### config.mk
export PLATFORM = sky130hd
export DESIGN_NAME = id_ex_stage_flat
export DESIGN_NICKNAME = d
export VERILOG_FILES = /design/src/rtl/id_ex_stage_pkg.sv /design/src/rtl/id_ex_stage_if.sv /design/src/rtl/id_ex_stage_decoder.sv /design/src/rtl/id_ex_stage.sv /design/src/flat_wrapper.sv
export SDC_FILE = /design/constraint.sdc
export NUM_CORES = 1
export LEC_CHECK = 0
export ABC_CLOCK_PERIOD_IN_PS = 2420
export BUFFER_PORTS_ARGS = -buffer_cell sky130_fd_sc_hd__clkbuf_2
export CAP_MARGIN = 10
export CORE_AREA = 2 2 139 141
export DETAILED_ROUTE_END_ITERATION = 16
export DIE_AREA = 0 0 141 143
export GPL_ROUTABILITY_DRIVEN = 0
export HOLD_SLACK_MARGIN = 0.06
export PLACE_DENSITY = 0.58
export SKIP_CTS_REPAIR_TIMING = 1
export SYNTH_ARGS = -nofsm -noshare
export SYNTH_HDL_FRONTEND = slang
export SYNTH_SLANG_ARGS = --single-unit
### constraint.sdc
create_clock -name clock_in -period 2.42 [get_ports clock_in]
set_clock_uncertainty 0.15 [all_clocks]
set_input_delay 0.121 -clock clock_in [delete_from_list [all_inputs] [get_ports clock_in]]
set_output_delay 0.121 -clock clock_in [all_outputs]
set_load 0.03 [all_outputs]
### src/rtl/id_ex_stage_pkg.sv
// id_defs: opcode/funct constants, aluOp codes, control and ID/EX bundles
// shared by the decode stage, its decoder and the ID/EX register.
package id_defs;

  localparam logic [5:0] OP_RTYPE = 6'h00;
  localparam logic [5:0] OP_J     = 6'h02;
  localparam logic [5:0] OP_BEQ   = 6'h04;
  localparam logic [5:0] OP_BNE   = 6'h05;
  localparam logic [5:0] OP_ADDI  = 6'h08;
  localparam logic [5:0] OP_ANDI  = 6'h0C;
  localparam logic [5:0] OP_ORI   = 6'h0D;
  localparam logic [5:0] OP_LW    = 6'h23;
  localparam logic [5:0] OP_SW    = 6'h2B;

  localparam logic [5:0] FN_SLL = 6'h00;
  localparam logic [5:0] FN_ADD = 6'h20;
  localparam logic [5:0] FN_SUB = 6'h22;
  localparam logic [5:0] FN_AND = 6'h24;
  localparam logic [5:0] FN_OR  = 6'h25;
  localparam logic [5:0] FN_SLT = 6'h2A;

  localparam logic [3:0] ALU_ADD  = 4'd0;
  localparam logic [3:0] ALU_SUB  = 4'd1;
  localparam logic [3:0] ALU_AND  = 4'd2;
  localparam logic [3:0] ALU_OR   = 4'd3;
  localparam logic [3:0] ALU_SLT  = 4'd4;
  localparam logic [3:0] ALU_SLL  = 4'd5;
  localparam logic [3:0] ALU_PASS = 4'd15;

  typedef struct packed {
    logic       regWrite;
    logic       memRead;
    logic       memWrite;
    logic       memToReg;
    logic       aluSrc;
    logic       branch;
    logic       bne;
    logic       jump;
    logic [3:0] aluOp;
    logic       zeroExt;
    logic       rType;
    logic       usesRt;
  } ctrl_t;

  localparam ctrl_t CTRL_BUBBLE = '0;

  typedef struct packed {
    logic        valid;
    logic        regWrite;
    logic        memRead;
    logic        memWrite;
    logic        memToReg;
    logic        aluSrc;
    logic        branch;
    logic        bne;
    logic        jump;
    logic [3:0]  aluOp;
    logic [31:0] pc4;
    logic [31:0] rsData;
    logic [31:0] rtData;
    logic [31:0] imm;
    logic [4:0]  rs;
    logic [4:0]  rt;
    logic [4:0]  dest;
  } id_ex_t;

  localparam id_ex_t ID_EX_BUBBLE = '0;

endpackage

### src/rtl/id_ex_stage_if.sv
// IF/ID -> ID handshake: instruction bundle forward, stall back.
interface id_ex_stage_if;
  import id_defs::*;

  logic [31:0] if_instr;
  logic [31:0] if_pc4;
  logic        if_valid;
  logic        stall;

  modport master (
    output if_instr, if_pc4, if_valid,
    input  stall
  );

  modport slave (
    input  if_instr, if_pc4, if_valid,
    output stall
  );
endinterface

### src/rtl/id_ex_stage_decoder.sv
// id_decoder: combinational opcode/funct decode to the control bundle.
// Unknown encodings decode to the bubble vector and pulse illegal.
module id_decoder
  import id_defs::*;
(
  input  logic [31:0] instr,
  input  logic        valid,
  output ctrl_t       ctrl,
  output logic        illegal
);

  logic [5:0] op;
  logic [5:0] fn;
  logic       bad;

  assign op = instr[31:26];
  assign fn = instr[5:0];

  // decode table; the all-zero word is a nop with no register write
  always_comb begin
    ctrl = CTRL_BUBBLE;
    bad  = 1'b0;
    unique case (1'b1)
      op == OP_RTYPE: begin
        ctrl.rType    = 1'b1;
        ctrl.usesRt   = 1'b1;
        ctrl.regWrite = 1'b1;
        unique case (1'b1)
          fn == FN_ADD: ctrl.aluOp = ALU_ADD;
          fn == FN_SUB: ctrl.aluOp = ALU_SUB;
          fn == FN_AND: ctrl.aluOp = ALU_AND;
          fn == FN_OR:  ctrl.aluOp = ALU_OR;
          fn == FN_SLT: ctrl.aluOp = ALU_SLT;
          fn == FN_SLL: ctrl.aluOp = ALU_SLL;
          default:      bad = 1'b1;
        endcase
      end
      op == OP_LW: begin
        ctrl.regWrite = 1'b1;
        ctrl.memRead  = 1'b1;
        ctrl.memToReg = 1'b1;
        ctrl.aluSrc   = 1'b1;
        ctrl.aluOp    = ALU_ADD;
      end
      op == OP_SW: begin
        ctrl.memWrite = 1'b1;
        ctrl.aluSrc   = 1'b1;
        ctrl.usesRt   = 1'b1;
        ctrl.aluOp    = ALU_ADD;
      end
      op == OP_BEQ: begin
        ctrl.branch = 1'b1;
        ctrl.usesRt = 1'b1;
        ctrl.aluOp  = ALU_SUB;
      end
      op == OP_BNE: begin
        ctrl.branch = 1'b1;
        ctrl.bne    = 1'b1;
        ctrl.usesRt = 1'b1;
        ctrl.aluOp  = ALU_SUB;
      end
      op == OP_ADDI: begin
        ctrl.regWrite = 1'b1;
        ctrl.aluSrc   = 1'b1;
        ctrl.aluOp    = ALU_ADD;
      end
      op == OP_ANDI: begin
        ctrl.regWrite = 1'b1;
        ctrl.aluSrc   = 1'b1;
        ctrl.zeroExt  = 1'b1;
        ctrl.aluOp    = ALU_AND;
      end
      op == OP_ORI: begin
        ctrl.regWrite = 1'b1;
        ctrl.aluSrc   = 1'b1;
        ctrl.zeroExt  = 1'b1;
        ctrl.aluOp    = ALU_OR;
      end
      op == OP_J: begin
        ctrl.jump  = 1'b1;
        ctrl.aluOp = ALU_PASS;
      end
      default: bad = 1'b1;
    endcase
    if (instr == 32'd0) ctrl.regWrite = 1'b0;
    if (bad) ctrl = CTRL_BUBBLE;
    illegal = valid & bad;
  end

endmodule

### src/rtl/id_ex_stage.sv
// id_ex_stage: decode, load-use hazard, flush and the ID/EX register.
// Optional feature macro: ID_WB_BYPASS_EN (same-cycle writeback bypass).
module id_ex_stage
  import id_defs::*;
(
  input  logic         clock_in,
  input  logic         reset,
  id_ex_stage_if.slave ifId,
  output logic [4:0]   readReg1,
  output logic [4:0]   readReg2,
  input  logic [31:0]  readData1,
  input  logic [31:0]  readData2,
  input  logic         wb_regWrite,
  input  logic [4:0]   wb_writeReg,
  input  logic [31:0]  wb_writeData,
  input  logic         ex_flush,
  output logic         ex_valid,
  output logic         ex_regWrite,
  output logic         ex_memRead,
  output logic         ex_memWrite,
  output logic         ex_memToReg,
  output logic         ex_aluSrc,
  output logic         ex_branch,
  output logic         ex_bne,
  output logic         ex_jump,
  output logic [3:0]   ex_aluOp,
  output logic [31:0]  ex_pc4,
  output logic [31:0]  ex_rsData,
  output logic [31:0]  ex_rtData,
  output logic [31:0]  ex_imm,
  output logic [4:0]   ex_rs,
  output logic [4:0]   ex_rt,
  output logic [4:0]   ex_dest,
  output logic         illegal,
  output logic [15:0]  stall_count
);

  ctrl_t       dc;
  logic        decIll;
  logic [4:0]  rs;
  logic [4:0]  rt;
  logic        hazard;
  logic        load;
  logic [31:0] rsVal;
  logic [31:0] rtVal;
  id_ex_t      idEx;
  id_ex_t      nxt;

  assign rs       = ifId.if_instr[25:21];
  assign rt       = ifId.if_instr[20:16];
  assign readReg1 = rs;
  assign readReg2 = rt;

  id_decoder u_dec (
    .instr   (ifId.if_instr),
    .valid   (ifId.if_valid),
    .ctrl    (dc),
    .illegal (decIll)
  );

  assign hazard = ifId.if_valid & idEx.valid & idEx.memRead
                & (idEx.dest != 5'd0)
                & ((idEx.dest == rs) | (dc.usesRt & (idEx.dest == rt)));

  assign ifId.stall = hazard & ~ex_flush;
  assign load = ifId.if_valid & ~ex_flush & ~hazard & ~decIll;

`ifdef ID_WB_BYPASS_EN
  // take the writeback value when it targets a register being read now
  always_comb begin
    rsVal = readData1;
    rtVal = readData2;
    if (wb_regWrite && wb_writeReg != 5'd0) begin
      if (wb_writeReg == rs) rsVal = wb_writeData;
      if (wb_writeReg == rt) rtVal = wb_writeData;
    end
  end
`else
  logic unusedWb;
  assign unusedWb = ^{wb_regWrite, wb_writeReg, wb_writeData};
  assign rsVal = readData1;
  assign rtVal = readData2;
`endif

  // next ID/EX contents: decoded instruction or an all-zero bubble
  always_comb begin
    nxt = ID_EX_BUBBLE;
    if (load) begin
      nxt.valid    = 1'b1;
      nxt.regWrite = dc.regWrite;
      nxt.memRead  = dc.memRead;
      nxt.memWrite = dc.memWrite;
      nxt.memToReg = dc.memToReg;
      nxt.aluSrc   = dc.aluSrc;
      nxt.branch   = dc.branch;
      nxt.bne      = dc.bne;
      nxt.jump     = dc.jump;
      nxt.aluOp    = dc.aluOp;
      nxt.pc4      = ifId.if_pc4;
      nxt.rsData   = rsVal;
      nxt.rtData   = rtVal;
      nxt.imm      = dc.zeroExt
                   ? {16'd0, ifId.if_instr[15:0]}
                   : {{16{ifId.if_instr[15]}}, ifId.if_instr[15:0]};
      nxt.rs       = rs;
      nxt.rt       = rt;
      nxt.dest     = dc.rType ? ifId.if_instr[15:11] : rt;
    end
  end

  // ID/EX pipeline register
  always_ff @(posedge clock_in or negedge reset) begin
    if (!reset) idEx <= ID_EX_BUBBLE;
    else        idEx <= nxt;
  end

  // sticky illegal flag and saturating stall counter
  always_ff @(posedge clock_in or negedge reset) begin
    if (!reset) begin
      illegal     <= 1'b0;
      stall_count <= 16'd0;
    end else begin
      if (decIll) illegal <= 1'b1;
      if (ifId.stall && stall_count != 16'hFFFF)
        stall_count <= stall_count + 16'd1;
    end
  end

  assign ex_valid    = idEx.valid;
  assign ex_regWrite = idEx.regWrite;
  assign ex_memRead  = idEx.memRead;
  assign ex_memWrite = idEx.memWrite;
  assign ex_memToReg = idEx.memToReg;
  assign ex_aluSrc   = idEx.aluSrc;
  assign ex_branch   = idEx.branch;
  assign ex_bne      = idEx.bne;
  assign ex_jump     = idEx.jump;
  assign ex_aluOp    = idEx.aluOp;
  assign ex_pc4      = idEx.pc4;
  assign ex_rsData   = idEx.rsData;
  assign ex_rtData   = idEx.rtData;
  assign ex_imm      = idEx.imm;
  assign ex_rs       = idEx.rs;
  assign ex_rt       = idEx.rt;
  assign ex_dest     = idEx.dest;

endmodule

### src/flat_wrapper.sv
// flat-port wrapper written by rule: the top's interface ports become plain ports
module id_ex_stage_flat import id_defs::*;
  (clock_in, reset, readReg1, readReg2, readData1, readData2, wb_regWrite, wb_writeReg, wb_writeData, ex_flush, ex_valid, ex_regWrite, ex_memRead, ex_memWrite, ex_memToReg, ex_aluSrc, ex_branch, ex_bne, ex_jump, ex_aluOp, ex_pc4, ex_rsData, ex_rtData, ex_imm, ex_rs, ex_rt, ex_dest, illegal, stall_count, ifId_if_instr, ifId_if_pc4, ifId_if_valid, ifId_stall);
  id_ex_stage_if ifId_i ();
  input  logic clock_in;
  input  logic reset;
  output logic [4:0] readReg1;
  output logic [4:0] readReg2;
  input  logic [31:0] readData1;
  input  logic [31:0] readData2;
  input  logic wb_regWrite;
  input  logic [4:0] wb_writeReg;
  input  logic [31:0] wb_writeData;
  input  logic ex_flush;
  output logic ex_valid;
  output logic ex_regWrite;
  output logic ex_memRead;
  output logic ex_memWrite;
  output logic ex_memToReg;
  output logic ex_aluSrc;
  output logic ex_branch;
  output logic ex_bne;
  output logic ex_jump;
  output logic [3:0] ex_aluOp;
  output logic [31:0] ex_pc4;
  output logic [31:0] ex_rsData;
  output logic [31:0] ex_rtData;
  output logic [31:0] ex_imm;
  output logic [4:0] ex_rs;
  output logic [4:0] ex_rt;
  output logic [4:0] ex_dest;
  output logic illegal;
  output logic [15:0] stall_count;
  input wire logic [$bits(ifId_i.if_instr)-1:0] ifId_if_instr;
  input wire logic [$bits(ifId_i.if_pc4)-1:0] ifId_if_pc4;
  input wire logic [$bits(ifId_i.if_valid)-1:0] ifId_if_valid;
  output wire logic [$bits(ifId_i.stall)-1:0] ifId_stall;
  assign ifId_i.if_instr = ifId_if_instr;
  assign ifId_i.if_pc4 = ifId_if_pc4;
  assign ifId_i.if_valid = ifId_if_valid;
  assign ifId_stall = ifId_i.stall;
  id_ex_stage u_core (.clock_in(clock_in), .reset(reset), .ifId(ifId_i), .readReg1(readReg1), .readReg2(readReg2), .readData1(readData1), .readData2(readData2), .wb_regWrite(wb_regWrite), .wb_writeReg(wb_writeReg), .wb_writeData(wb_writeData), .ex_flush(ex_flush), .ex_valid(ex_valid), .ex_regWrite(ex_regWrite), .ex_memRead(ex_memRead), .ex_memWrite(ex_memWrite), .ex_memToReg(ex_memToReg), .ex_aluSrc(ex_aluSrc), .ex_branch(ex_branch), .ex_bne(ex_bne), .ex_jump(ex_jump), .ex_aluOp(ex_aluOp), .ex_pc4(ex_pc4), .ex_rsData(ex_rsData), .ex_rtData(ex_rtData), .ex_imm(ex_imm), .ex_rs(ex_rs), .ex_rt(ex_rt), .ex_dest(ex_dest), .illegal(illegal), .stall_count(stall_count));
endmodule
=== After elaboration in Yosys (flattened, before gate mapping) ===
Cells that the tools add are included.
Widths: inputs -> output; s select.

* Output and inout port bits: 184
* Bits in registers: 173
* Input bits: 170

* Mux-type cells: 19
* Eq/ne operators: 16
* Bitwise logic cells: 14
* Reduce and logical (&&, ||, !) cells: 12
* $add $sub $neg: 1

{| class="wikitable"
|+ Operators with widths
! operator !! count
|-
| $mux 156 || 1
|-
| $eq 6x6->1 const B || 7
|-
| $logic_not 32->1 || 1
|-
| $mux 32 || 1
|-
| $pmux 4 s5 || 1
|-
| $eq 6x4->1 const B || 3
|-
| $add 16x1->16 const B || 1
|-
| $ne 16x16->1 const B || 1
|-
| $mux 15 || 1
|-
| $pmux 3 s5 || 1
|-
| $eq 6x3->1 const B || 2
|-
| $logic_not 6->1 || 2
|-
| $mux 1 || 12
|-
| $and 1x1->1 || 10
|-
| $eq 5x5->1 || 2
|-
| $reduce_or 5->1 || 2
|-
| $reduce_or 8->1 || 1
|-
| $eq 6x2->1 const B || 1
|-
| $reduce_or 6->1 || 1
|-
| $mux 5 || 1
|-
| $reduce_bool 5->1 || 1
|-
| $reduce_or 2->1 || 2
|-
| $reduce_or 4->1 || 1
|-
| $not 1->1 || 3
|-
| other kinds (3) || 3
|}

=== Longest topological paths before layout ===
Gate-level depths: netlist of the first run.

* Depth after elaboration: 12
* Mapped depth: 9
* Gate-level depth less buffers: 8

=== Modules after synthesis ===
A second synthesis of the first run with hierarchy kept.

* Cell total of the unflattened synthesis: 497
* Area total of the unflattened synthesis: 6143.4 µm²

{| class="wikitable"
|+ By module, submodules not included
! module !! instances !! sequential area each (µm²) !! cells each !! area each (µm²)
|-
| id_ex_stage || 1 || 3953.8 || 429 || 5735.5
|-
| id_decoder || 1 || 0.0 || 68 || 407.9
|}

=== Worst setup path before layout of the first run ===
Ideal clock, no wire load.

* Path kind: register to register
* From: register u_core.idEx, in the netlist u_core.ex_dest[0]
* To: register u_core.idEx, in the netlist u_core.ex_bne
* Buffers on the path: 1
* Clock period less this slack: 2.306 ns
* Stages on the path, launching flop included: 8
* Library setup time: 0.105 ns
* Data arrival time: 2.050 ns
* Path slack: 0.114 ns
* Path through: dfrtp_1 > or4_1 > o211ai_1 > a21oi_1 > nor4_2 > buf_2 > nand2_1 > nor4b_1

{| class="wikitable"
|+ RTL lines
! what !! RTL line !! RTL
|-
| start: declaration || id_ex_stage.sv:46 || <nowiki>id_ex_t idEx;</nowiki>
|-
| start signal: assignment || id_ex_stage.sv:114 || <nowiki>else idEx <= nxt;</nowiki>
|}

=== Worst setup path after layout of the first run ===
* From: register u_core.idEx, in the netlist u_core.ex_dest[2]
* To: output port ifId_stall

* Word-level cells in the longest chain between the ends: 5
* Elaborated cells on any way between the ends: 8
* Those cells by class: eq/ne (2); bitwise (5); reduce/logical (1)

{| class="wikitable"
|+ Ends and longest elaborated chain
! what !! RTL line !! RTL
|-
| $eq 5x5->1 || id_ex_stage.sv:63 || <nowiki>& ((idEx.dest == rs) | (dc.usesRt & (idEx.dest == rt)));</nowiki>
|-
| $and 1x1->1 || id_ex_stage.sv:63 ||
|-
| $or 1x1->1 || id_ex_stage.sv:63 ||
|-
| $and 1x1->1 * || id_ex_stage.sv:63 ||
|-
| $and 1x1->1 * || id_ex_stage.sv:65 || <nowiki>assign ifId.stall = hazard & ~ex_flush;</nowiki>
|-
| end: declaration || flat_wrapper.sv:37 || <nowiki>output wire logic [$bits(ifId_i.stall)-1:0] ifId_stall;</nowiki>
|}

Mark *: on every way between the ends. The rest lies on a longest branch, timed or not.

==> impl_metrics.ini, run 1 <==
[cts]
clockRootBuffer = clkbuf_16
worstSkewPairLatency_ns = 0.42
numCtsBuffers = 17
clock_path_buffers = 2
cts.clk_slew.worst_paths_ns = 0.07
htreeDepth = 4
cts_tree = built
cts.sinks = 157

[pwr]
combinationalPowerShare = 0.099
p_leak_uw = 0.005301
p_seq_frac = 0.450
peakVddDrop_mv = 0.4421
power_density_nw_per_um2 = 599.0
p_sw_uw = 1420
sw_frac_of_total = 0.2406
p_int_uw = 4484
p_clk_frac = 0.451

[die]
rows = 50
initial_utilization = 0.3247
die_w_um = 141
coreArea_um2 = 18580
ios = 354
die-height_um = 143
fp.dieArea_um2 = 20160

[yosys]
synth_edf_count = 0
synth.avg_cell_area_um2 = 12.54
synthCells = 481
ys.flop_type = dfrtp_1
ys_top_cells_by_area = dfrtp_1 (65%), and2_1 (13%), buf_4 (3.2%)
syn_area_um2 = 6033
synthTopCellsByCount = dfrtp_1 (157), and2_1 (125), buf_4 (26)
async_reset_ff_frac = 1.000
yosys_warnings = 0
synth-seq-cells = 157
seq_area_frac_synth = 0.6512
synth.most_common_cell = dfrtp_1
yosys.area.top_type_share = 0.6512
synth_fp_nets = 652
synth_cell_types = 46
synth_largest_area_cell = dfrtp_1

[final_layout]
syn_to_final_growth_pct = 63.38
fin_nets = 1106
fin_cells = 1181
multi_input_area_um2 = 1832
seqCellArea_um2 = 3929
drive_above_1_share = 0.4203
diodes = 0
final_area_um2 = 9857
n_fill_cell = 1652
utilization = 0.5305

[placement]
placed_area_um2 = 7920
numPortBuffers = 315
placed_cells = 1018
hpwlAfterDp_mm = 12.38

[sta]
holdWs_ns = 0.02459
worst_pin_slew_ns = 0.5081
period_share = 0.9818
grt_setup_unrepaired = yes
max_slew_margin = 0.6613
fmax_mhz = 420.9
setup_viol = 0
slew_violations = 0
period_needed_ns = 2.376
hold_violations = 0

[grt]
grt_start_max_net_pins = 53
grt_overflow = 0
grt_usage = 0.1594
grt_antenna_before_repair = 0
grt_pass1_vias = 4390
grt_pass1_wl_mm = 24.45

[detailed_routing]
drt_iter0_drc = 168
final_antenna_net_count = 0
viasPerCell = 4.279
drc = 0
totalWireLength_mm = 17.74
firstDrtPassIters = 6
vias = 5053
routedWlPerCell_um = 15.02

[critical_path]
cp-end-kind = output port
required_ns = 2.15
crit_type = flop to output port
critical_path.max_fanout = 4
cp_data_arrival_time_ns = 2.11
crit_path_start_kind = flop

[worst_hold_path]
hold_class = input port to flop

[flow_run]
cap_violations = 0

[run_status]
status = completed
## cells in the final DEF (no fill, tap or decap), types with 6 or more instances in the layout
cell           Yosys  routed
o21ai_0            6       6
nor3_1             6       6
nor2_1            14      13
clkbuf_2           0     313
xor2_1             6       6
clkbuf_16          0      17
nand4_1            8       8
and2_1           125     124
nor4_1             8       8
buf_4             26      32
nand3_1           17      17
dlygate4sd3_1      0     130
nor2b_1           10      10
xnor2_1           17      16
nand2_1           13      12
dfrtp_1          157     157
## sequential cells by signal, indices dropped and copies added (netlist names)
register	flops
u_core.ex_rt	5
u_core.ex_rtData	32
u_core.ex_imm	17
u_core.ex_aluSrc	1
u_core.ex_rs	5
u_core.ex_jump	1
u_core.ex_memRead	1
u_core.ex_valid	1
u_core.ex_memWrite	1
u_core.ex_bne	1
u_core.ex_aluOp	4
u_core.illegal	1
u_core.ex_pc4	32
u_core.stall_count	16
u_core.ex_regWrite	1
u_core.ex_rsData	32
u_core.ex_branch	1
u_core.ex_dest	5
## worst max-delay path, cell delays in order, from the launching register on
cell and delay [ns]:
dfrtp_1 0.42, or4_4 0.49, o211ai_1 0.28, buf_4 0.16
nor2_2 0.05, and2_4 0.15, buf_6 0.13
## path summary, 6_finish.rpt
check	to	slack (ns)	from	cells after the start
worst max-delay path	ifId_stall	0.04	u_core.ex_dest[2]	6
worst min-delay path	u_core.ex_memRead	0.02	ifId_if_instr[31]	4
worst max register to register	u_core.ex_bne	0.09	u_core.ex_dest[2]	8
worst min register to register	u_core.illegal	0.32	u_core.illegal	1
max in group asynchronous	u_core.ex_imm[12]	1.39	reset	3
min in group asynchronous	u_core.ex_rsData[23]	0.06	reset	2
## area by class of cell
cell class,instances,share of cell area
inverters,2,0.0007616
clock inverters,14,0.01625
clock buffers,17,0.04316
multi-input cells,276,0.1858
repair buffers,481,0.3257
well taps,234,0.02970
flip-flops and latches,157,0.3986
## power groups by stage
| stage | Clock, µW | Sequential (µW) | Combinational (µW) |
|---|---|---|---|
| floorplan | 0 | 2760 | 114 |
| global placement | 0 | 2700 | 415 |
| detailed placement | 0 | 2710 | 418 |
| CTS | 2740 | 2660 | 419 |
| global route | 2860 | 2660 | 638 |
| finish | 2660 | 2660 | 584 |
## metrics by stage
stage | TNS [ns] | worst slack (ns) | total power (µW)
after global placement | -0.05286 | -0.05286 | 3120
after floorplan | 0 | 0.1143 | 2874
after global routing | -0.1219 | -0.03929 | 6152
after detailed placement | -0.1006 | -0.1006 | 3123
after CTS | -0.2821 | -0.1646 | 5819
final | 0 | 0.04395 | 5904
## logic make-up after synthesis
family,after synthesis,share of synthesized area
AO/OA/AOI/OAI,22,0.02696
XOR/XNOR,24,0.03608
adder cells (fa/ha/maj),1,0.002073
buffers and inverters,48,0.05143
flip-flops,157,0.6512
multiplexers,7,0.01203
AND/OR/NAND/NOR,222,0.2202
## layer usage
| metal | vias up | global-route usage | share of wire |
|---|---|---|---|
| met3 | 21 | 0.05131 | 0.060 |
| met4 | 0 | 0.05632 | 0.016 |
| met1 | 2380 | 0.1907 | 0.40 |
| met2 | 206 | 0.2716 | 0.52 |
| li1 | 2446 | - | - |
| met5 | - | 0 | 0 |
No activity file was read; power rests on OpenSTA's default activity.
==> run 2, diff against run 1 <==
--- a/config.mk
+++ b/config.mk
@@ -5,9 +5,8 @@
 export SDC_FILE = /design/constraint.sdc
 export NUM_CORES = 1
 export LEC_CHECK = 0
-export ABC_CLOCK_PERIOD_IN_PS = 2420
+export ABC_CLOCK_PERIOD_IN_PS = 2450
 export BUFFER_PORTS_ARGS = -buffer_cell sky130_fd_sc_hd__clkbuf_2
-export CAP_MARGIN = 10
 export CORE_AREA = 2 2 139 141
 export DETAILED_ROUTE_END_ITERATION = 16
 export DIE_AREA = 0 0 141 143
==> constraint.sdc (replaced) <==
create_clock -name clock_in -period 2.45 [get_ports clock_in]
set_clock_uncertainty 0.15 [all_clocks]
set_input_delay 0.1225 -clock clock_in [delete_from_list [all_inputs] [get_ports clock_in]]
set_output_delay 0.1225 -clock clock_in [all_outputs]
set_load 0.03 [all_outputs]
==> impl_metrics.ini, run 2 (synthesis results as in run 1) <==
[critical_path]
crit_path_start_kind = input port
cp-startpoint = ifId_if_instr[27]
required_ns = 2.18
cp-end-kind = output port
r2r_slack_ns = 0.12
rr_endpoint = u_core.ex_dest[0]
rr_startpoint = u_core.ex_dest[0]
r2r_cells = 7
crit_type = input port to output port
critical_path.max_fanout = 13
cp_data_arrival_time_ns = 2.10

[cts]
worstSkewPairLatency_ns = 0.42
numCtsBuffers = 17
cts_tree = built
cts.sinks = 157
htreeDepth = 4
cts.clk_slew.worst_paths_ns = 0.06
clockRootBuffer = clkbuf_16
clock_path_buffers = 2

[sta]
slew_violations = 0
fmax_mhz = 422.1
fin_setup_tns_ns = 0
worst_pin_slew_ns = 0.6279
holdWs_ns = 0.03364
period_share = 0.9671
setup_viol = 0
max_slew_margin = 0.5814
period_needed_ns = 2.369
hold_violations = 0
grt_setup_unrepaired = no

[grt]
grt_overflow = 0
grt_pass1_vias = 4371
grt_start_max_net_pins = 63
grt_pass1_wl_mm = 24.34
grt_usage = 0.1593
grt_antenna_before_repair = 0

[die]
die_w_um = 141
die-height_um = 143
rows = 50
fp.dieArea_um2 = 20160
initial_utilization = 0.3247
coreArea_um2 = 18580
ios = 354

[detailed_routing]
vias = 5065
drt_iter0_drc = 152
drc = 0
final_antenna_net_count = 0
viasPerCell = 4.285
firstDrtPassIters = 4
routedWlPerCell_um = 15.34
totalWireLength_mm = 18.13

[final_layout]
final_area_um2 = 9856
multi_input_area_um2 = 1822
drive_above_1_share = 0.4146
syn_to_final_growth_pct = 63.36
final_cell_mix = clkbuf_2 (313), dfrtp_1 (157), dlygate4sd3_1 (133)
fin_nets = 1106
diodes = 0
seqCellArea_um2 = 3929
n_fill_cell = 1603
final_common_cell = clkbuf_2

[run_status]
status = completed

[placement]
numPortBuffers = 315
placed_area_um2 = 7918
hpwlAfterDp_mm = 12.42

[pwr]
power_density_nw_per_um2 = 577.5
p_leak_uw = 0.005301
peakVddDrop_mv = 0.4463
total_power_uw = 5691

[worst_hold_path]
whs_path_depth = 5
whs_endpoint = u_core.ex_aluOp[0]
hold_class = input port to flop
hold_path_startpoint = ifId_if_instr[0]

[flow_run]
cap_violations = 0
## run 2: cell types whose count changed in the layout (fill, tap and decap cells not counted), moves of 2 or more
| cell | change |
|---|---|
| bufinv_16 | -2 |
| buf_4 | -6 |
| clkinvlp_4 | -2 |
| clkinv_8 | +2 |
| clkinv_4 | +3 |
| dlygate4sd3_1 | +3 |
## run 2: how the worst max path moves through the flow
stage / depth (start not counted) / slack (ns) / endpoint
4_1_cts: 8 / -0.13 / ifId_stall
3_3_place_gp: 8 / 0.04 / u_core.stall_count[9]
2_1_floorplan: 7 / 0.14 / u_core.ex_bne
3_5_place_dp: 9 / 0.04 / u_core.stall_count[9]
5_1_grt: 7 / 0.0003 / ifId_stall
6_report: 9 / 0.08 / ifId_stall
## run 2: per-layer routing
layer / up-vias / GRT usage / wire (µm)
met5: - / 0 / 0
met1: 2398 / 0.1911 / 7332
met4: 0 / 0.05947 / 285
li1: 2452 / - / -
met2: 193 / 0.2737 / 9548
met3: 22 / 0.04527 / 962
## run 2: final cells by class
class / count / share of cell area
repair buffers: 481 / 0.3289
multi-input cells: 276 / 0.1848
clock inverters: 15 / 0.01396
well taps: 234 / 0.02971
inverters: 2 / 0.0007617
clock buffers: 17 / 0.04316
flip-flops and latches: 157 / 0.3986
## run 2: worst max-delay path, cell delays in order
cell           delay [ns]
clkbuf_2             0.09
dlygate4sd3_1        0.55
buf_4                0.18
nand4_1              0.17
a2111o_1             0.42
o21bai_4             0.20
nand2_2              0.08
and2_4               0.14
buf_6                0.12
## run 2: power breakdown
part           internal, µW  switching (µW)  total [µW]
sequential             2620            8.32        2620
clock                  1330            1150        2480
combinational           300             285         585
total                  4250            1450        5690
## run 2: through the flow
step	worst slack (ns)	instances	utilization
6_report	0.08068	1182	0.5304
5_1_grt	0.0003015	1182	0.5304
4_1_cts	-0.1299	1048	0.4564
3_5_place_dp	0.04194	1016	0.4261
3_3_place_gp	0.04294	1016	0.4261
2_1_floorplan	0.1443	481	-
==> run 3, diff against run 2 <==
--- a/config.mk
+++ b/config.mk
@@ -5,7 +5,7 @@
 export SDC_FILE = /design/constraint.sdc
 export NUM_CORES = 1
 export LEC_CHECK = 0
-export ABC_CLOCK_PERIOD_IN_PS = 2450
+export ABC_CLOCK_PERIOD_IN_PS = 2700
 export BUFFER_PORTS_ARGS = -buffer_cell sky130_fd_sc_hd__clkbuf_2
 export CORE_AREA = 2 2 139 141
 export DETAILED_ROUTE_END_ITERATION = 16
==> constraint.sdc (replaced) <==
create_clock -name clock_in -period 2.7 [get_ports clock_in]
set_clock_uncertainty 0.15 [all_clocks]
set_input_delay 0.135 -clock clock_in [delete_from_list [all_inputs] [get_ports clock_in]]
set_output_delay 0.135 -clock clock_in [all_outputs]
set_load 0.03 [all_outputs]
==> impl_metrics.ini, run 3 (synthesis results as in run 1) <==
[critical_path]
crit_type = flop to output port
cp_data_arrival_time_ns = 2.27
cp-startpoint = u_core.ex_dest[4]
r2r_cells = 6
rr_endpoint = u_core.stall_count[1]
critical_path.max_fanout = 4
required_ns = 2.41
crit_path_start_kind = flop
cp-end-kind = output port
rr_startpoint = u_core.ex_dest[4]
r2r_slack_ns = 0.25

[placement]
place_ws_ns = 0.1221
hpwlAfterDp_mm = 12.09
numPortBuffers = 315
placed_cells = 997

[sta]
setup_ws_ns = 0.1437
period_needed_ns = 2.556
max_slew_margin = 0.5373
fin_setup_tns_ns = 0
worst_pin_slew_ns = 0.6941
fmax_mhz = 391.2
grt_setup_unrepaired = no
period_share = 0.9468
hold_violations = 0
setup_viol = 0
slew_violations = 0

[die]
fp.dieArea_um2 = 20160
rows = 50
ios = 354
die_w_um = 141
coreArea_um2 = 18580
initial_utilization = 0.3247
die-height_um = 143

[cts]
numCtsBuffers = 17
htreeDepth = 4
clock_path_buffers = 2
cts_tree = built
cts.sinks = 157
worstSkewPairLatency_ns = 0.41
cts.clk_slew.worst_paths_ns = 0.06
clockRootBuffer = clkbuf_16

[flow_run]
cap_violations = 0

[worst_hold_path]
whs_path_depth = 3
hold_class = input port to flop
whs_endpoint = u_core.ex_regWrite
hold_path_startpoint = ifId_if_instr[26]

[detailed_routing]
drc = 0
viasPerCell = 4.271
drt_iter0_drc = 161
vias = 4963
dr_wl_met3_mm = 1.014
wl_met1_mm = 6.955
final_antenna_net_count = 0
top_layer = met4
totalWireLength_mm = 17.71
routedWlPerCell_um = 15.24
wl_met2_mm = 9.487
firstDrtPassIters = 4

[final_layout]
drive_above_1_share = 0.3976
n_fill_cell = 1680
utilization = 0.5195
diodes = 0
final_common_cell = clkbuf_2
fin_nets = 1086
seqCellArea_um2 = 3929
syn_to_final_growth_pct = 60.00
multi_input_area_um2 = 1803
fin_cells = 1162
final_cell_mix = clkbuf_2 (314), dfrtp_1 (157), dlygate4sd3_1 (132)

[pwr]
power_density_nw_per_um2 = 545.5
p_leak_uw = 0.005187
peakVddDrop_mv = 0.3948
total_power_uw = 5265

[grt]
grt_pass1_vias = 4324
grt_antenna_before_repair = 0
grt_overflow = 0
grt_pass1_wl_mm = 23.96
grt_usage = 0.1564
grt_start_max_net_pins = 73

[run_status]
status = completed
run 3: stage by stage:
| step | hold slack, ns | area (µm²) |
|---|---|---|
| after floorplan | -0.3106 | 6033 |
| after global placement | 0.05888 | 7737 |
| after detailed placement | 0.05904 | 7737 |
| after CTS | -0.3947 | 8324 |
| after global routing | 0.07098 | 9653 |
| final | 0.02468 | 9653 |
run 3: per-layer routing:
layer,GRT usage,up-vias
li1,-,2404
met1,0.1876,2355
met2,0.2709,184
met3,0.04359,20
met4,0.05526,0
met5,0,-
run 3: worst max-delay path by stage:
stage | slack [ns] | endpoint
finish | 0.14 | ifId_stall
global route | 0.02 | ifId_stall
CTS | 0.09 | ifId_stall
detailed placement | 0.12 | u_core.stall_count[1]
global placement | 0.13 | u_core.stall_count[1]
floorplan | 0.39 | u_core.ex_bne
run 3: where the power goes:
group          switching (µW)  leakage, µW  total [µW]  internal (µW)
registers                7.89      0.00218        2380           2370
clock network             995     0.000277        2370           1380
logic                     253      0.00273         510            256
run 3: final cells by class:
cell class | count | area share
Sequential cell | 157 | 0.4070
Timing Repair Buffer | 461 | 0.3143
Multi-Input combinational cell | 276 | 0.1868
Clock buffer | 18 | 0.04446
Tap cell | 234 | 0.03033
Clock inverter | 14 | 0.01633
Inverter | 2 | 0.0007777
run 3: critical path: stages (launching register included):
cell	delay [ns]
dfrtp_1	0.46
xnor2_1	0.18
nand4_1	0.14
a2111o_1	0.43
o21bai_4	0.20
nand2_1	0.10
and2_1	0.14
clkbuf_2	0.21
